==> src/rtl/video_timing_gen.sv <==
// ============================================================================
// Module  : video_timing_gen
// Brief   : Parametrised raster timing generator (counters, syncs, draw area,
//           start-of-line/frame and animate strobes) in the pixclk domain.
//           Define VTG_FRAME_COUNT_EN to add the 16-bit frame_cnt output.
// Revision: 1.0 - initial release
// ============================================================================
`default_nettype none

module video_timing_gen #(
  parameter int H_ACTIVE = 640,
  parameter int H_FP     = 16,
  parameter int H_SYNC   = 96,
  parameter int H_BP     = 48,
  parameter int V_ACTIVE = 480,
  parameter int V_FP     = 10,
  parameter int V_SYNC   = 2,
  parameter int V_BP     = 33,
  parameter bit HS_POL   = 1'b0,
  parameter bit VS_POL   = 1'b0,
  parameter int CW       = 12
) (
  input  logic          pixclk,
  input  logic          reset,
  input  logic          en,
  output logic [CW-1:0] CounterX,
  output logic [CW-1:0] CounterY,
  output logic          hSync,
  output logic          vSync,
  output logic          DrawArea,
  output logic          animate,
  output logic          sol,
  output logic          sof
`ifdef VTG_FRAME_COUNT_EN
  ,
  output logic [15:0]   frame_cnt
`endif
);

  localparam int H_TOTAL = H_ACTIVE + H_FP + H_SYNC + H_BP;
  localparam int V_TOTAL = V_ACTIVE + V_FP + V_SYNC + V_BP;

  // Inclusive bounds keep every constant representable in CW bits even when
  // a porch is zero-width.
  localparam logic [CW-1:0] c_H_LAST      = CW'(H_TOTAL - 1);
  localparam logic [CW-1:0] c_V_LAST      = CW'(V_TOTAL - 1);
  localparam logic [CW-1:0] c_H_ACT_LAST  = CW'(H_ACTIVE - 1);
  localparam logic [CW-1:0] c_V_ACT_LAST  = CW'(V_ACTIVE - 1);
  localparam logic [CW-1:0] c_HS_FIRST    = CW'(H_ACTIVE + H_FP);
  localparam logic [CW-1:0] c_HS_LAST     = CW'(H_ACTIVE + H_FP + H_SYNC - 1);
  localparam logic [CW-1:0] c_VS_FIRST    = CW'(V_ACTIVE + V_FP);
  localparam logic [CW-1:0] c_VS_LAST     = CW'(V_ACTIVE + V_FP + V_SYNC - 1);
  localparam logic [CW-1:0] c_ANIMATE_Y   = CW'(V_ACTIVE);

  logic [CW-1:0] r_x;
  logic [CW-1:0] r_y;
  logic          r_hsync;
  logic          r_vsync;
  logic          r_draw;
  logic          r_animate;
  logic          r_sol;
  logic          r_sof;

  logic          w_x_last;
  logic          w_y_last;
  logic [CW-1:0] w_nx;
  logic [CW-1:0] w_ny;
  logic          w_hs_act;
  logic          w_vs_act;
  logic          w_draw;
  logic          w_sol;
  logic          w_sof;
  logic          w_animate;

  // Flags are decoded from the position being entered so they register in
  // the same edge as the counters that describe them.
  always_comb begin
    w_x_last  = (r_x == c_H_LAST);
    w_y_last  = (r_y == c_V_LAST);
    w_nx      = w_x_last ? '0 : r_x + CW'(1);
    w_ny      = r_y;
    if (w_x_last) begin
      w_ny = w_y_last ? '0 : r_y + CW'(1);
    end
    w_hs_act  = (w_nx >= c_HS_FIRST) && (w_nx <= c_HS_LAST);
    w_vs_act  = (w_ny >= c_VS_FIRST) && (w_ny <= c_VS_LAST);
    w_draw    = (w_nx <= c_H_ACT_LAST) && (w_ny <= c_V_ACT_LAST);
    w_sol     = (w_nx == '0);
    w_sof     = w_sol && (w_ny == '0);
    w_animate = w_sol && (w_ny == c_ANIMATE_Y);
  end

  always_ff @(posedge pixclk or posedge reset) begin
    if (reset) begin
      r_x       <= c_H_LAST;
      r_y       <= c_V_LAST;
      r_hsync   <= ~HS_POL;
      r_vsync   <= ~VS_POL;
      r_draw    <= 1'b0;
      r_animate <= 1'b0;
      r_sol     <= 1'b0;
      r_sof     <= 1'b0;
    end else if (en) begin
      r_x       <= w_nx;
      r_y       <= w_ny;
      r_hsync   <= w_hs_act ? HS_POL : ~HS_POL;
      r_vsync   <= w_vs_act ? VS_POL : ~VS_POL;
      r_draw    <= w_draw;
      r_animate <= w_animate;
      r_sol     <= w_sol;
      r_sof     <= w_sof;
    end else begin
      // Paused: levels hold, strobes drop so resuming never repeats a pulse.
      r_animate <= 1'b0;
      r_sol     <= 1'b0;
      r_sof     <= 1'b0;
    end
  end

`ifdef VTG_FRAME_COUNT_EN
  logic [15:0] r_frame_cnt;

  always_ff @(posedge pixclk or posedge reset) begin
    if (reset) begin
      r_frame_cnt <= 16'd0;
    end else if (en && w_sof) begin
      r_frame_cnt <= r_frame_cnt + 16'd1;
    end
  end

  assign frame_cnt = r_frame_cnt;
`endif

  assign CounterX = r_x;
  assign CounterY = r_y;
  assign hSync    = r_hsync;
  assign vSync    = r_vsync;
  assign DrawArea = r_draw;
  assign animate  = r_animate;
  assign sol      = r_sol;
  assign sof      = r_sof;

endmodule

`default_nettype wire

==> config.mk <==
export PLATFORM = sky130hd
export DESIGN_NAME = video_timing_gen
export DESIGN_NICKNAME = d
export VERILOG_FILES = /design/src/rtl/video_timing_gen.sv
export SDC_FILE = /design/constraint.sdc
export NUM_CORES = 1
export LEC_CHECK = 0
export ABC_AREA = 1
export CAP_MARGIN = 25
export CORE_MARGIN = 2
export CORE_UTILIZATION = 45
export CTS_CLUSTER_DIAMETER = 80
export DETAILED_ROUTE_END_ITERATION = 6
export PLACE_DENSITY = 0.67
export SYNTH_ARGS = -nofsm -noshare
export SYNTH_HDL_FRONTEND = slang
export SYNTH_SLANG_ARGS = --single-unit
==> constraint.sdc <==
create_clock -name pixclk -period 2.4 [get_ports pixclk]
set_input_delay 0.36 -clock pixclk [delete_from_list [all_inputs] [get_ports pixclk]]
set_output_delay 0.36 -clock pixclk [all_outputs]
set_load 0.02 [all_outputs]
After elaboration in Yosys (flattened, before gate mapping)
Cells that the tools add are included.
Widths: inputs -> output; s select.

word-level totals
  logic and storage cells = 34
  register bits = 30
  bits in writable memories = 0
  output and inout bits = 30
  latch bits = 0
  bits of input ports = 3
  bits in read-only memories = 0
  memories = 0

cells by class
  magnitude comparators = 6
  equality and inequality tests = 3
  div/mod/pow operators = 0
  shift operators = 0
  multiply operators = 0
  multiplexer cells = 8
  bitwise operators = 0
  reduce and logical (&&, ||, !) cells = 7
  add/subtract/negate cells = 2

operators with widths
  kind                   count
  $mux 12                3
  $add 12x1->12 const B  2
  $eq 12x10->1 const B   2
  $le 12x10->1 const B   2
  $le 12x9->1 const B    2
  $logic_not 12->1       2
  $eq 12x9->1 const B    1
  $ge 12x10->1 const B   1
  $ge 12x9->1 const B    1
  $logic_and 1x1->1      5
  $mux 1                 5

Logic depth before layout (Yosys ltp)
  word-level depth = 6
  gate-level depth with buffers = 15
  depth with buffers taken out = 14

Worst setup path before layout
OpenSTA, ideal clock, no wires.

  path kind = flip-flop to flip-flop
  start point = register r_x[1] (netlist: CounterX[1])
  end point = register r_vsync (netlist: vSync)
  path buffers = 1
  cell stages (with the launch flop) = 14
  arrival time = 1914 ps
  setup slack = 413 ps
  library setup time = 72 ps
  cells stage by stage = dfstp_2 ha_1 nand3_2 nor2_4 nand2_4 buf_6 nor2_4 nor2_2 nor2_4 inv_1 nor2_2 nand3_1 nand2_1 inv_1

between the ends
  cells in the longest elaborated chain, start to end = 5

ends and longest elaborated chain
  item                                               RTL line  source
  start, declared                                    55        logic [CW-1:0] r_x;
  start signal, assigned                             95        r_x <= c_H_LAST;
  start signal, assigned                             104       r_x <= w_nx;
  $eq 12x10->1 (*)                                   78        w_x_last = (r_x == c_H_LAST);
  $mux 12 (*)                                        82        if (w_x_last) begin
  $ge 12x9->1 / $le 12x9->1 (equally long branches)  86        w_vs_act = (w_ny >= c_VS_FIRST) && (w_ny <= c_VS_LAST);
  $logic_and 1x1->1 (*)                              86
  $mux 1 (*)                                         107       r_vsync <= w_vs_act ? VS_POL : ~VS_POL;
  end signal, assigned                               98        r_vsync <= ~VS_POL;
  end signal, assigned                               107
  end, declared                                      58        logic r_vsync;

Every way passes the cells marked *; elsewhere a longest branch is shown, timed or not.
A chain may end at the register's enable or synchronous reset.

Final worst setup path
  start point = register r_x[0] (netlist: CounterX[0])
  end point = register r_sof (netlist: sof)

between the ends
  cells in the longest elaborated chain, start to end = 5

ends and longest elaborated chain
  item                                                  RTL line  source
  $add 12x1->12 / $eq 12x10->1 (equally long branches)  80, 78
  $mux 12 (on tied branches)                            80, 82
  $logic_not 12->1 (on tied branches)                   88, 89
  $logic_and 1x1->1 (*)                                 89        w_sof = w_sol && (w_ny == '0);
  $mux 1 (*)                                            103       end else if (en) begin
  end signal, assigned                                  111       r_sof <= w_sof;
  end, declared                                         62        logic r_sof;

Marked as above.

==> summary.md <==
| Metric | Value |
|---|---|
| Status | completed |
| Vias in the first global route | between 2000 and 2500 |
| Final TNS setup | 0 ns |
| Seq/Total Area, Yosys | approximately a third |
| Clock Latency Late Sink | ~0.28 ns |
| Die width | approximately 76 um |
| Post-synthesis mux area share | 0% |
| Antenna viol nets, final | 0 |
| Clock Tree Buf Depth | 2 |
| Kind of critical path | reg -> reg |
| Synth-to-Final Area Change | 20.4% |
| Pin count of the biggest net entering global routing | 31 |
| Pwr Total | about 2.1 mW |
| N_diodes | 0 |
| Setup Skew | a little under 0.009 ns |
| Final Cell Area | about 0.0028 mm2 |
| Dpl cells | around 450 |
| Fraction of layout cells with a size suffix above 1 | roughly a tenth |
| Via count | about 2300 |
| Clock-pin slew on the worst setup and hold paths | roughly 0.070 ns |
| Worst-path fanout max | 23 |
| Syn_nets | around 370 |
| Crit start category | flip-flop |
| Wirelength per Cell | approximately 13 um |
| Initial DRC count | roughly 130 |
| RSZ-0062 raised after global routing | no |
| Sequential share of power | approximately 37% |
| Max-slew violations | 0 |
| Syn Std Cell Area | 0.00230 mm2 |
| Pwr dens | around 760 mW/mm2 |
| Synthesized flop and latch total | 30 |
| Post-Route Hold Slack | around 0.47 ns |
| WP data arrival | 2.36 ns |
| Largest family of logic cells by synthesized area | simple AND/OR/NAND/NOR gates |
| Mean Syn Cell Area | 6.38 um2 |
| Worst-Margin Slew | 0.542 ns |
| # rows | 26 |
| Final Routed Wirelength | ~5900 um |
| Syn Inst Count | around 360 |
| Drt pass-1 iters | 4 |
| Fmax | approximately 470 MHz |
| NetSw | just under 0.9 mW |
| Power share of the combinational group | around 40% |
| Finished Layout Cells | 462 |
| Post-CTS sizing | 0 |
| Post-Synth Adder-Cell Area | ~2.7% |
| First-pass GRT wire length | ~9800 um |
| H-Tree Depth | 2 |
| Routability cong. | around 0.9 |
| Top_reg_cell synth | dfrtp_1 |
| Max Cap Viol | 0 |
| Commonest non-fill, non-tap cell in the layout | nand2_1 |
| Initial Util | 46.0% |
| Final core utilization | 55.4% |
| Clk pwr share | between 20% and 30% |
| DRC | 0 |
| Critical Path Sink Type | flip-flop |
| Vias/cell | just over 5 |
| Pre-CTS WS | ~0.22 ns |
| GR Overflow Total | 0 |
| Post-route setup slack | around 0.25 ns |
| Final hold violations | 0 |
| Nets | 399 |
| XOR/XNOR share of the synthesized area | under 10% |
| Ys Warns | 0 |
| Fraction of registers with async set/reset | between 90% and 100% |
| Gr usage total | ~23% |
| Final worst-path cycle share | between 80% and 90% |
| Die area | 0.00571 mm2 |
| Clk Tree Root Cell | clkbuf_8 |
| Core area | 0.00501 mm2 |
| Post-CTS setup buffers | 0 |
| CTS tree | done |
| Number of endpoints failing setup at the final stage | 0 |
| Worst vdd ir | about 0.55 mV |
| P_leak | roughly 1.3 nW |
| Yosys cell types | 29 |
| Leading cell types in the layout, fill and taps excluded | 117 x nand2_1, 47 x inv_1, 43 x nor2_1 |
| Compound-Gate Fraction of Synth Area | under 10% |
| Antenna violations before repair | 0 |
| Die Y | 75.6 um |
| Cts bufs inserted | 5 |
| Pint | around 1.2 mW |
| Critical path required time | roughly 2.6 ns |
| I/O Buffers | 32 |
| Worst min-delay path class | in -> async |
| Net Sw Frac | around 41% |
| DP HPWL | 4370 um |
| Post-CTS Hold Fix Bufs | 0 |
| DP Area | ~0.0027 mm2 |
| Clk sinks | 30 |
| Fin crit period | 2.15 ns |
| Relative slew slack | 63.8% |
| IO Pins | 33 |
| Post-synth EDFFs | 0 |
| Area share of and/or/nand/nor cells after synthesis | 44.2% |
[cell families after synthesis]
logic type / after synthesis
compound gates: 33
xor+xnor: 3
fa+ha+maj: 5
buf+inv: 60
flops: 30
simple gates: 230
[cell type report]
class | instances | area [um2]
Multi-Input combinational cell | 271 | 1280
Timing Repair Buffer | 36 | 350
Inverter | 47 | 176
Tap cell | 70 | 87.6
Sequential cell | 30 | 766
Fill cell | 534 | 2230
Clock buffer | 8 | 110
[critical path, cell delays in order (launching register included)]
cell     delay (ns)
dfstp_2        0.59
ha_2           0.25
nand3_2        0.13
nor2_4         0.19
nand2_4        0.20
nand2_1        0.11
inv_1          0.05
nor2_2         0.20
nand4_1        0.12
nor2_1         0.09
nand2_1        0.06
nor2_1         0.09
[path summary, 6_finish.rpt]
| check | from | end | slack (ns) | cells past startpoint |
|---|---|---|---|---|
| max in group asynchronous | reset | hSync | 1.61 | 3 |
| hold / removal | reset | CounterX[5] | 0.47 | 3 |
| min in group pixclk | hSync | hSync | 0.50 | 2 |
| setup reg to reg | CounterX[0] | sof | 0.25 | 11 |
| hold reg to reg | hSync | hSync | 0.50 | 2 |
| setup / recovery | CounterX[0] | sof | 0.25 | 11 |
[registers in the layout (all words and copies together) (netlist names)]
signal / flops
sol: 1
CounterX: 12
animate: 1
CounterY: 12
sof: 1
hSync: 1
DrawArea: 1
vSync: 1
[layer usage]
metal,wire length (um),GRT usage [%]
met1,2530,29.5
met3,325,3.57
met2,2990,40.2
met4,78,5.65
met5,0,0
[power groups by stage]
stage / combinational [mW] / clock, mW / sequential [mW]
global placement: 0.826 / 0 / 0.793
floorplan: 0.468 / 0 / 0.854
finish: 0.841 / 0.486 / 0.788
global route: 0.949 / 0.514 / 0.811
CTS: 0.843 / 0.497 / 0.788
detailed placement: 0.835 / 0 / 0.793
[cell usage after synthesis, types with 2 or more instances]
master	number	area (um2)
a21oi_1	3	15.0
buf_2	3	15.0
buf_6	3	33.8
clkbuf_1	4	15.0
dfrtp_1	18	450
dfstp_2	12	315
ha_1	5	62.6
inv_1	47	176
nand2_1	117	439
nand3_1	38	190
nand3_2	2	20.0
nand3b_1	2	15.0
nand4_1	14	87.6
nor2_1	43	161
nor2_2	4	25.0
nor2_4	3	33.8
nor3_1	4	20.0
o21ai_0	24	120
o21ai_1	3	15.0
xor2_1	3	26.3
(Power assumes the default switching activity.)
